===== src/rtl/multicycle_control_pkg.sv =====
// Shared definitions for the multicycle controller.
// Holds the FSM state encoding, the legal opcode constants, the ALU
// operation-class codes, the next-PC select codes and the internal
// instruction-class tags produced by the decoder. The controller, the
// decoder and the testbench all import this package so they agree on values.
package multicycle_control_pkg;

    typedef enum logic [2:0] {
        ST_FETCH  = 3'd0,
        ST_DECODE = 3'd1,
        ST_EXEC   = 3'd2,
        ST_MEM    = 3'd3,
        ST_WB     = 3'd4,
        ST_TRAP   = 3'd5
    } state_t;

    // Instruction classes; LUI and OP-IMM share the ALU -> WB path.
    typedef enum logic [2:0] {
        CLS_NONE   = 3'd0,
        CLS_ALU    = 3'd1,
        CLS_BRANCH = 3'd2,
        CLS_JAL    = 3'd3,
        CLS_LOAD   = 3'd4,
        CLS_STORE  = 3'd5
    } instr_class_t;

    localparam logic [6:0] OPC_LUI    = 7'b0110111;
    localparam logic [6:0] OPC_BRANCH = 7'b1100011;
    localparam logic [6:0] OPC_LOAD   = 7'b0000011;
    localparam logic [6:0] OPC_STORE  = 7'b0100011;
    localparam logic [6:0] OPC_OPIMM  = 7'b0010011;
    localparam logic [6:0] OPC_JAL    = 7'b1101111;

    localparam logic [2:0] ALU_PASS       = 3'b000;
    localparam logic [2:0] ALU_CMP        = 3'b001;
    localparam logic [2:0] ALU_LOAD_ADDR  = 3'b010;
    localparam logic [2:0] ALU_STORE_ADDR = 3'b011;
    localparam logic [2:0] ALU_IMM        = 3'b100;

    localparam logic [1:0] PC_PLUS4  = 2'b00;
    localparam logic [1:0] PC_BRANCH = 2'b01;
    localparam logic [1:0] PC_JUMP   = 2'b10;

endpackage


===== src/rtl/multicycle_decode.sv =====
// Combinational opcode decoder for the multicycle controller.
// Ports:
//   opcode  in  7  instruction[6:0]
//   legal   out 1  opcode is one of the supported instructions
//   alu_op  out 3  ALU operation class (0 for illegal opcodes)
//   alu_src out 1  1 = immediate operand, 0 = rs2 (BRANCH only)
//   cls     out 3  instr_class_t tag that steers the FSM
module multicycle_decode
    import multicycle_control_pkg::*;
(
    input  logic [6:0] opcode,
    output logic       legal,
    output logic [2:0] alu_op,
    output logic       alu_src,
    output logic [2:0] cls
);

    always_comb begin
        legal   = 1'b0;
        alu_op  = ALU_PASS;
        alu_src = 1'b0;
        cls     = CLS_NONE;
        case (opcode)
            OPC_LUI: begin
                legal   = 1'b1;
                alu_op  = ALU_PASS;
                alu_src = 1'b1;
                cls     = CLS_ALU;
            end
            OPC_BRANCH: begin
                legal   = 1'b1;
                alu_op  = ALU_CMP;
                alu_src = 1'b0;
                cls     = CLS_BRANCH;
            end
            OPC_LOAD: begin
                legal   = 1'b1;
                alu_op  = ALU_LOAD_ADDR;
                alu_src = 1'b1;
                cls     = CLS_LOAD;
            end
            OPC_STORE: begin
                legal   = 1'b1;
                alu_op  = ALU_STORE_ADDR;
                alu_src = 1'b1;
                cls     = CLS_STORE;
            end
            OPC_OPIMM: begin
                legal   = 1'b1;
                alu_op  = ALU_IMM;
                alu_src = 1'b1;
                cls     = CLS_ALU;
            end
            OPC_JAL: begin
                legal   = 1'b1;
                alu_op  = ALU_PASS;
                alu_src = 1'b1;
                cls     = CLS_JAL;
            end
            default: begin
                legal   = 1'b0;
            end
        endcase
    end

endmodule


===== src/rtl/multicycle_control.sv =====
// Multicycle processor control unit.
// Sequences FETCH -> DECODE -> EXEC -> (MEM) -> (WB) per instruction, drives
// the datapath strobes, counts retired instructions (one per pc_we pulse) and
// latches a sticky illegal flag when an unsupported opcode reaches DECODE.
// Ports:
//   clk, reset (async, active-high)
//   opcode, branch_taken, mem_ready            inputs from datapath / memory
//   ir_we, pc_we, pc_src, reg_write            datapath strobes
//   alu_op, alu_src, mem_to_reg                decoded datapath selects
//   mem_req, mem_we                            data-memory request
//   state, illegal, retired                    status / debug
module multicycle_control
    import multicycle_control_pkg::*;
#(
    parameter int CNT_W = 16
) (
    input  logic             clk,
    input  logic             reset,
    input  logic [6:0]       opcode,
    input  logic             branch_taken,
    input  logic             mem_ready,
    output logic             ir_we,
    output logic             pc_we,
    output logic [1:0]       pc_src,
    output logic             reg_write,
    output logic [2:0]       alu_op,
    output logic             alu_src,
    output logic             mem_req,
    output logic             mem_we,
    output logic             mem_to_reg,
    output logic [2:0]       state,
    output logic             illegal,
    output logic [CNT_W-1:0] retired
);

    state_t           state_q;
    state_t           state_d;
    logic             illegal_q;
    logic [CNT_W-1:0] retired_q;

    logic             dec_legal;
    logic [2:0]       dec_alu_op;
    logic             dec_alu_src;
    logic [2:0]       dec_cls;
    instr_class_t     cls;

    multicycle_decode u_decode (
        .opcode  (opcode),
        .legal   (dec_legal),
        .alu_op  (dec_alu_op),
        .alu_src (dec_alu_src),
        .cls     (dec_cls)
    );

    assign cls = instr_class_t'(dec_cls);

    // State register, retired counter and sticky illegal flag.
    // The illegal flag is set on the DECODE edge that enters TRAP, so it is
    // already high in the first TRAP cycle.
    always_ff @(posedge clk or posedge reset) begin
        if (reset) begin
            state_q   <= ST_FETCH;
            illegal_q <= 1'b0;
            retired_q <= '0;
        end else begin
            state_q <= state_d;
            if (state_q == ST_DECODE && !dec_legal) begin
                illegal_q <= 1'b1;
            end
            if (pc_we) begin
                retired_q <= retired_q + CNT_W'(1);
            end
        end
    end

    // Next-state and output decode.
    // Strobes are gated by reset so they fall immediately on assertion,
    // without waiting for the state register to settle into FETCH.
    always_comb begin
        state_d    = state_q;
        ir_we      = 1'b0;
        pc_we      = 1'b0;
        pc_src     = PC_PLUS4;
        reg_write  = 1'b0;
        mem_req    = 1'b0;
        mem_we     = 1'b0;
        alu_op     = ALU_PASS;
        alu_src    = 1'b0;
        mem_to_reg = 1'b0;

        if (state_q == ST_DECODE || state_q == ST_EXEC ||
            state_q == ST_MEM    || state_q == ST_WB) begin
            alu_op     = dec_alu_op;
            alu_src    = dec_alu_src;
            mem_to_reg = (cls == CLS_LOAD);
        end

        case (state_q)
            ST_FETCH: begin
                ir_we   = 1'b1;
                state_d = ST_DECODE;
            end
            ST_DECODE: begin
                state_d = dec_legal ? ST_EXEC : ST_TRAP;
            end
            ST_EXEC: begin
                case (cls)
                    CLS_ALU: begin
                        state_d = ST_WB;
                    end
                    CLS_LOAD, CLS_STORE: begin
                        state_d = ST_MEM;
                    end
                    CLS_BRANCH: begin
                        pc_we   = 1'b1;
                        pc_src  = branch_taken ? PC_BRANCH : PC_PLUS4;
                        state_d = ST_FETCH;
                    end
                    CLS_JAL: begin
                        pc_we   = 1'b1;
                        pc_src  = PC_JUMP;
                        state_d = ST_FETCH;
                    end
                    default: begin
                        state_d = ST_TRAP;
                    end
                endcase
            end
            ST_MEM: begin
                mem_req = 1'b1;
                mem_we  = (cls == CLS_STORE);
                if (mem_ready) begin
                    if (cls == CLS_STORE) begin
                        pc_we   = 1'b1;
                        state_d = ST_FETCH;
                    end else begin
                        state_d = ST_WB;
                    end
                end
            end
            ST_WB: begin
                reg_write = 1'b1;
                pc_we     = 1'b1;
                state_d   = ST_FETCH;
            end
            ST_TRAP: begin
                state_d = ST_TRAP;
            end
            default: begin
                state_d = ST_TRAP;
            end
        endcase

        if (reset) begin
            ir_we     = 1'b0;
            pc_we     = 1'b0;
            pc_src    = PC_PLUS4;
            reg_write = 1'b0;
            mem_req   = 1'b0;
            mem_we    = 1'b0;
        end
    end

    assign state   = state_q;
    assign illegal = illegal_q;
    assign retired = retired_q;

endmodule


===== config.mk =====
export PLATFORM = sky130hd
export DESIGN_NAME = multicycle_control
export DESIGN_NICKNAME = d
export VERILOG_FILES = /design/src/rtl/multicycle_control_pkg.sv /design/src/rtl/multicycle_decode.sv /design/src/rtl/multicycle_control.sv
export SDC_FILE = /design/constraint.sdc
export NUM_CORES = 1
export LEC_CHECK = 0
export CORE_MARGIN = 4
export CORE_UTILIZATION = 49
export CTS_CLUSTER_DIAMETER = 200
export DETAILED_ROUTE_END_ITERATION = 16
export PLACE_DENSITY_LB_ADDON = 0.12
export SYNTH_ARGS = -nofsm -noshare
export SYNTH_HDL_FRONTEND = slang
export SYNTH_SLANG_ARGS = --single-unit

===== constraint.sdc =====
create_clock -name clk -period 3.6 [get_ports clk]
set_clock_uncertainty 0.1 [all_clocks]
set_input_delay 0.72 -clock clk [delete_from_list [all_inputs] [get_ports clk]]
set_output_delay 0.72 -clock clk [all_outputs]
set_load 0.01 [all_outputs]

==> results.cfg <==
[outcome]
outcome = complete, no violations

[finish]
final_nets = 197
area_taken_by_multi_input_logic_gates_um2 = 727
drive_above_1_share_pct = 15.2
layoutNonFillerInstCount = 214
num_antenna_cells = 0
syn2layout_area_growth_pct = 42.6
seq_area_um2 = 500
fillers = 191

[yosys]
post_synth_num_cell_types = 47
post_synth_most_frequent_cells = sky130_fd_sc_hd__dfrtp_1 (20), sky130_fd_sc_hd__xnor2_1 (16), sky130_fd_sc_hd__nand2_1 (14)
synthesized_area_um2 = 1290
synth_top_area_share_pct = 38.7
synth_top_cell_by_area = sky130_fd_sc_hd__dfrtp_1
cells_taking_the_most_area_after_synthesis = sky130_fd_sc_hd__dfrtp_1 (39%), sky130_fd_sc_hd__xnor2_1 (11%), sky130_fd_sc_hd__nand2_1 (4.1%)
postSynth.topFlopCell = sky130_fd_sc_hd__dfrtp_1
synth_edf_count = 0
synth_seq_cells = 20
synth.most_common_cell = sky130_fd_sc_hd__dfrtp_1
ys.warnings.count = 0
sequential_area_share_after_synthesis_pct = 38.7
synthArstFlopShare_pct = 100
synth_nets = 145
syn_avg_cell_area_um2 = 9.73
synthCells = 133

[drt]
ant_nets = 0
post_drt_wl_per_cell_um = 14.3
viasPerCell = 5.61
wirelength_mm = 3.06
iteration_0_drc_count_of_the_detailed_router = 45
detail_route.first_pass.iterations = 4
detail_route.drc_violations = 0
detailroute.via_count = 1201

[worst_setup_path]
peak_per_stage_delay_on_the_critical_path_ns = 0.55
worst-path-buf-inv = 2
cpMaxStageDelayCell = sky130_fd_sc_hd__clkdlybuf4s50_1
worst_setup_path_end_kind = primary output
crit_path_max_fanout = 4
critical_path_arrival_ns = 2.59
worst_path_dominant_cell_family = buffers and inverters
timing.critical_path.cells = clkdlybuf4s50_1 > or3_4 > or3_4 > nor2_1 > clkdlybuf4s50_1
timing.critical_path.required_ns = 2.78
critPathLaunchType = input pin
timing_worst_setup_path_type = input pin to primary output

[clock_network]
hold_buffers = 0
clock_tree_from_tritoncts = built
h-tree-depth = 1
clock_tree.root_cell = sky130_fd_sc_hd__clkbuf_4
worst_skew_pair.late_latency_ns = 0.30
clkSlewWorstSetupHoldPaths_ns = 0.10
clkSinkCount = 20
max-clock-path-buffers = 2
inserted_clock_buffers = 3

[timing]
fmax_mhz = 293
timing.final.setup_violations = 0
rsz0062_at_grt = no
finalCritPeriodShare_pct = 94.7
tns_ns = 0
slew_headroom_pct = 52.5
final_max_slew_viol_count = 0
hold_slack_ns = 0.378
finalHoldViolations = 0
minimum_clock_period_ns = 3.41
timing.final.ws_setup_ns = 0.190
max_slew.worst_pin.slew_ns = 0.711

[job]
timing.max_cap.violations = 0

[floorplan]
number_of_standard_cell_rows_in_the_floorplan = 18
full_die_area_um2 = 3530
ios = 43
dieHeight_um = 59.4
die_w_um = 59.4
core_area_um2 = 2500
floorplan.initialDensity_pct = 51.8

[power_and_ir_drop]
powerDensity_nw_per_um2 = 442
cellLeakagePower_nw = 0.759
worst_ir_drop_vdd_uv = 397
total_power_w = 0.000815

[placement]
gpl.final_weighted_congestion = 0.888
post-place-cells = 210
dp_hpwl_mm = 2.42
pre_cts_ws_ns = -0.102
placement.io_buffers = 42

[global_routing]
grt_pass1_wl_mm = 5.09
antenna_found_initial = 0
grt_use_total_pct = 18.6
grt_pass1_vias = 1199
pin_count_of_the_biggest_net_entering_global_routing = 21
gr-total-overflow = 0

[min_path]
worstHoldPathType = register to register
registers in the layout, summed over array words and instances, names as in the netlist:
name,count
retired,16
illegal,1
state,3
power by group:
part	switching [W]	internal (W)	total [W]
combinational	0.000139	0.000166	0.000305
clock	0.0000656	0.000112	0.000178
sequential	0.0000709	0.000261	0.000332
total	0.000276	0.000539	0.000815
path summary, 6_finish.rpt:
| kind | cells after the start | start | slack, ns | to |
|---|---|---|---|---|
| worst max-delay path | 5 | opcode[2] | 0.19 | alu_op[1] |
| worst min-delay path | 1 | illegal | 0.38 | illegal |
| worst max register to register | 6 | state[2] | 1.65 | retired[6] |
| worst min register to register | 1 | illegal | 0.38 | illegal |
| max in group asynchronous | 3 | reset | 2.02 | retired[5] |
| min in group asynchronous | 3 | reset | 0.92 | retired[9] |
metal layers:
layer | part of all wire, % | GRT usage, % | up-vias
met5 | 0 | 0 | -
met4 | 0.88 | 4.85 | 0
met3 | 5.5 | 4.58 | 4
met2 | 46 | 29.6 | 39
met1 | 47 | 25.3 | 566
li1 | - | - | 592
layout make-up:
type                       count  area share, %
multi-input combinational    101           39.4
tap                           30           2.03
clock inverter                 1           1.63
clock buffer                   3           1.22
timing repair buffer          53           27.4
sequential                    20           27.1
inverter                       6           1.22
cells in the final DEF (no fill, tap or decap), types with 2 or more instances in the layout:
cell                              netlist  layout
sky130_fd_sc_hd__o211ai_1               2       2
sky130_fd_sc_hd__dlygate4sd2_1          0       2
sky130_fd_sc_hd__inv_1                  6       6
sky130_fd_sc_hd__dfrtp_1               20      20
sky130_fd_sc_hd__nand3_1                8       8
sky130_fd_sc_hd__a21oi_1                2       2
sky130_fd_sc_hd__and2_1                 2       2
sky130_fd_sc_hd__nor3_1                 4       4
sky130_fd_sc_hd__nor4b_2                1       2
sky130_fd_sc_hd__clkbuf_4               0       3
sky130_fd_sc_hd__and2_2                 2       2
sky130_fd_sc_hd__nor2_1                 6       6
sky130_fd_sc_hd__or3_4                  2       2
sky130_fd_sc_hd__nand3b_1               2       2
sky130_fd_sc_hd__nor4_1                 4       4
sky130_fd_sc_hd__nand4_1                5       5
sky130_fd_sc_hd__xnor2_1               16      16
sky130_fd_sc_hd__nand2_1               14      14
sky130_fd_sc_hd__clkdlybuf4s50_1        0      38
sky130_fd_sc_hd__buf_4                  3      11
sky130_fd_sc_hd__dlymetal6s2s_1         0       2
sky130_fd_sc_hd__xor2_1                 2       2
sky130_fd_sc_hd__nand2b_1               2       2
metrics by stage:
| stage | utilization (%) | cell area, um^2 |
|---|---|---|
| finish | 73.8 | 1850 |
| global route | 73.8 | 1850 |
| CTS | 73.6 | 1840 |
| detailed placement | 71.4 | 1780 |
| global placement | 71.4 | 1780 |
| floorplan | - | 1290 |
logic make-up (layout without fill, tap and decap cells):
family / Yosys count / count (layout) / share of synthesized area, %
simple gates: 63 / 63 / 29.8
flops: 20 / 20 / 38.7
compound gates: 18 / 18 / 11.9
xor+xnor: 18 / 18 / 12.2
buf+inv: 12 / 63 / 5.61
fa+ha+maj: 1 / 1 / 0.967
mux: 1 / 1 / 0.870
timing repair:
item	in CTS	in global routing
setup buffers	0	0
setup endpoints to repair	2	3
gates resized for setup	3	2
gates cloned	0	0
Note: power is estimated with default switching activity, not from simulation.
==> variant 1 (same settings) <==
Change the parameter `CNT_W` from 16 to 32.
--- a/src/rtl/multicycle_control.sv
+++ b/src/rtl/multicycle_control.sv
@@ -14,3 +14,3 @@
 #(
-    parameter int CNT_W = 16
+    parameter int CNT_W = 32
 ) (
Ports: changed (resized retired); port bits go from 43 to 59. The function was not compared with the original's and may differ.
==> variant 1 against the original RTL <==
Register-to-register slack worse by 0.40 ns. Sequential cell count rose by 16. Global-route usage rose by 0.84 points. Setup slack lost 0.032 ns. Area after synthesis is 64% higher. Design area grew 55%. Largest cell class unchanged. Total power fell by 8.9%. Critical path type unchanged. Routed wire length increased by 61%. Critical endpoint is now mem_to_reg.
==> variant 1: results <==
[worst_setup_path]
cp_max_fo = 6
worst_path_largest_cell_delay_ns = 0.60

[clock_network]
cts_root_buf = "clkbuf_8"
ctsResizeCount = 0
cts.clk_slew.worst_paths_ns = 0.07
cts_buffers = 5

[place]
dp_hpwl_um = 3630
io_buffers = 58

[synthesis]
ys_top_cells_by_count = "36 x dfrtp_1, 22 x xnor2_1, 19 x nand2_1"
syn_nets = 225
synth-seq-area-share_pct = 42.5
synth_compound_area_share_pct = 7.56
synth_xor_xnor_area_share_pct = 14.4
synth.area.top_cells = "dfrtp_1 43%, xnor2_1 9.1%, nand4_1 5.0%, xor2_1 4.5%, nand2_1 3.4%"

[route]
initialDrtViolationCount = 108
vias = 1824
routed_wl_um = 4920

[final_layout]
nNetsFinal = 287
drive_gt1_share_pct = 10.9

[global_route]
grt_pass1_vias = 1700
grt_max_degree = 37
grt_usage_pct = 19.5
grt_pass1_wl_um = 8200

[pwr]
peakVddDrop_v = 0.000247
p_leak_nw = 1.21

[status]
status = "complete, no violations"

[sta]
max_slew.worst_pin.slew_ns = 0.872
## variant 1: cell count changes in the layout (fill, tap and decap cells not counted), sizes merged, moves of 4 or more
cell	change
clkdlybuf4s50	+16
buf	-6
dfrtp	+16
nand2	+5
nor2b	+4
xnor2	+7
nor2	+10
xor2	+9
nand4	+13
a21oi	+6
nor3b	+4
nor3	+7
## variant 1: cell type report
class	instances	area (um^2)
sequential	36	901
timing repair buffer	63	628
clock buffer	6	82.6
inverter	5	21.3
fill	328	1230
tap	50	62.6
clock inverter	2	10.0
multi-input combinational	164	1150
## variant 1: cells by family (layout without fill, tap and decap cells)
group	count (synthesis)	count (layout)
AO/OA/AOI/OAI	20	20
buffers and inverters	13	76
XOR/XNOR	34	34
adder cells (fa/ha/maj)	1	1
AND/OR/NAND/NOR	109	109
flip-flops	36	36
## variant 1: path summary, 6_finish.rpt
path | startpoint | end | slack, ns | depth (start not counted)
min reg2reg | illegal | illegal | 0.37 | 1
min in group asynchronous | reset | retired[14] | 0.78 | 3
max | opcode[1] | mem_to_reg | 0.16 | 5
max in group asynchronous | reset | retired[9] | 2.30 | 3
min | illegal | illegal | 0.37 | 1
max reg2reg | retired[1] | retired[24] | 1.25 | 6
## variant 1: layer usage
| layer | share of wire (%) | routed length, um | up-vias | track usage [%] |
|---|---|---|---|---|
| met4 | 0.83 | 41 | 0 | 4.63 |
| li1 | - | - | 887 | - |
| met1 | 48 | 2350 | 882 | 28.9 |
| met3 | 5.2 | 255 | 5 | 5.06 |
| met5 | 0 | 0 | - | 0 |
| met2 | 46 | 2280 | 50 | 28.3 |
## variant 1: where the power goes
part	switching (mW)	leakage, nW	internal, mW
Sequential	0.000569	0.477	0.405
Combinational	0.0262	0.677	0.0211
Clock	0.137	0.0510	0.152
Total	0.164	1.21	0.579
## variant 1: through the flow
step	instances	instance area (um^2)	setup slack [ns]	utilization [%]	total power, mW
final	326	2850	0.158	69.8	0.743
after global routing	326	2850	0.0644	69.8	0.782
after CTS	326	2840	0.0198	69.5	0.751
after detailed placement	318	2750	0.0312	67.3	0.461
after global placement	318	2750	0.0669	67.3	0.461
after floorplan	213	2120	0.992	-	0.439
==> variant 2 (config.mk and constraints unchanged) <==
Without the edit above. Reset style: synchronous (`reset`), changed in one clocked block. Comments in the files are not updated.
--- a/src/rtl/multicycle_control.sv
+++ b/src/rtl/multicycle_control.sv
@@ -59,3 +59,3 @@
     // already high in the first TRAP cycle.
-    always_ff @(posedge clk or posedge reset) begin
+    always_ff @(posedge clk) begin
         if (reset) begin
Function: differs if reset is asserted again (counterexample within 4 cycles, from zero or initial values and one cycle with reset high); with reset held inactive, the same outputs for 10 cycles.
==> variant 2 against the original RTL <==
Count of clock-buffer cells in the layout unchanged. Final cell count increased by 12%. Die area increased by 3.3%. Sequential share of layout area down 6.1 points. Sequential cell count did not move. Setup slack lost 0.12 ns. Utilization up 0.86 points. Synthesized cell count increased by 23%. Area after synthesis increased by 3.8%. Routed wire length up 11%. Design area grew 3.0%.
Power is not compared: it rests on default switching activity, and its combinational part moved more than twofold at a synthesized area within 25%.
==> variant 2: results <==
[worst_setup_path]
r2r_slack_ns = 1.46
cpMaxStageDelayCell = "or3b_2"
cp-endpoint = "mem_to_reg"
r2r_end = "retired[15]"
timing.rr.start = "state[1]"
cp.arrival_ns = 2.71
cp-startpoint = "opcode[3]"
worst_path_largest_cell_delay_ns = 0.54
cp_max_fo = 6

[route]
vias = 1372
routed_wl_um = 3410
initialDrtViolationCount = 89
wl_per_cell_um = 14.2

[final_layout]
drive_gt1_share_pct = 14.8
n_antenna_cell = 0
nFillCells = 198
nNetsFinal = 223

[min_path]
hold_end = "illegal"
hold_depth = 2
min_from = "illegal"

[synthesis]
synth-seq-area-share_pct = 29.8
synthFlopType = "dfxtp_1"
ys_types = 41
synthesis.instances = 164
ys_top_cells_by_count = "23 x nor2_1, 20 x dfxtp_1, 20 x nand2_1"
synthArstFlopShare_pct = 0
syn_nets = 176
synth.area.top_cells = "dfxtp_1 30%, xnor2_1 9.8%, nor2_1 6.4%, nand2_1 5.6%, a2111oi_2 4.5%"

[place]
gp_congestion = 0.905
placedCellCount = 236
dp_hpwl_um = 2620

[clock_network]
cts.clk_slew.worst_paths_ns = 0.12
htreeDepth = 1
cts_buffers = 3
ctsResizeCount = 1

[global_route]
grt_max_degree = 15
grt_pass1_wl_um = 5860
grt_usage_pct = 20.7

[pwr]
peakVddDrop_v = 0.000273

[status]
status = "complete, no violations"

[sta]
whs_ns = 0.360
slew-limit-headroom_pct = 71.8
## variant 2: cell count changes in the layout (fill, tap and decap cells not counted), moves of 4 or more
cell / unedited run / this run
a21oi_1: 2 / 9
nand2_1: 14 / 20
dfxtp_1: 0 / 20
dfrtp_1: 20 / 0
nor2_1: 6 / 23
a2111oi_2: 0 / 4
## variant 2: kinds of logic after synthesis
kind of cell | after synthesis | synth area share (%)
buffers and inverters | 14 | 5.50
AOI/OAI and AO/OA | 32 | 19.9
xor gates and xnor gates | 15 | 9.79
and+or+nand+nor | 82 | 34.0
DFF | 20 | 29.8
adders and majority gates | 1 | 0.932
## variant 2: layout make-up
cell class | instances | area, um^2 | share of cell area, %
well taps | 30 | 37.5 | 1.97
multi-input cells | 130 | 891 | 46.9
clock buffers | 3 | 22.5 | 1.18
clock inverters | 1 | 30.0 | 1.58
flip-flops and latches | 20 | 400 | 21.1
inverters | 3 | 11.3 | 0.592
repair buffers | 53 | 508 | 26.7
## variant 2: layer usage
layer	vias to the layer above	GRT usage, %	part of all wire [%]
met5	-	0	0
met4	0	7.59	0.70
met1	638	25.4	41
li1	684	-	-
met2	46	37.0	53
met3	4	2.34	4.8
## variant 2: report_power, final
group          internal [mW]  switching (mW)  leakage [nW]  total (mW)
combinational         0.0506          0.0486         0.418      0.0992
clock                  0.113          0.0714        0.0279       0.184
sequential             0.227          0.0128         0.162       0.240
total                  0.390           0.133         0.608       0.523
## variant 2: through the flow
stage	cell area, um^2	setup WS, ns	utilization (%)
2_1_floorplan	1340	0.756	-
3_3_place_gp	1820	0.0764	71.5
3_5_place_dp	1820	-0.0102	71.5
4_1_cts	1880	0.0587	73.7
5_1_grt	1900	-0.00131	74.7
6_report	1900	0.0741	74.7
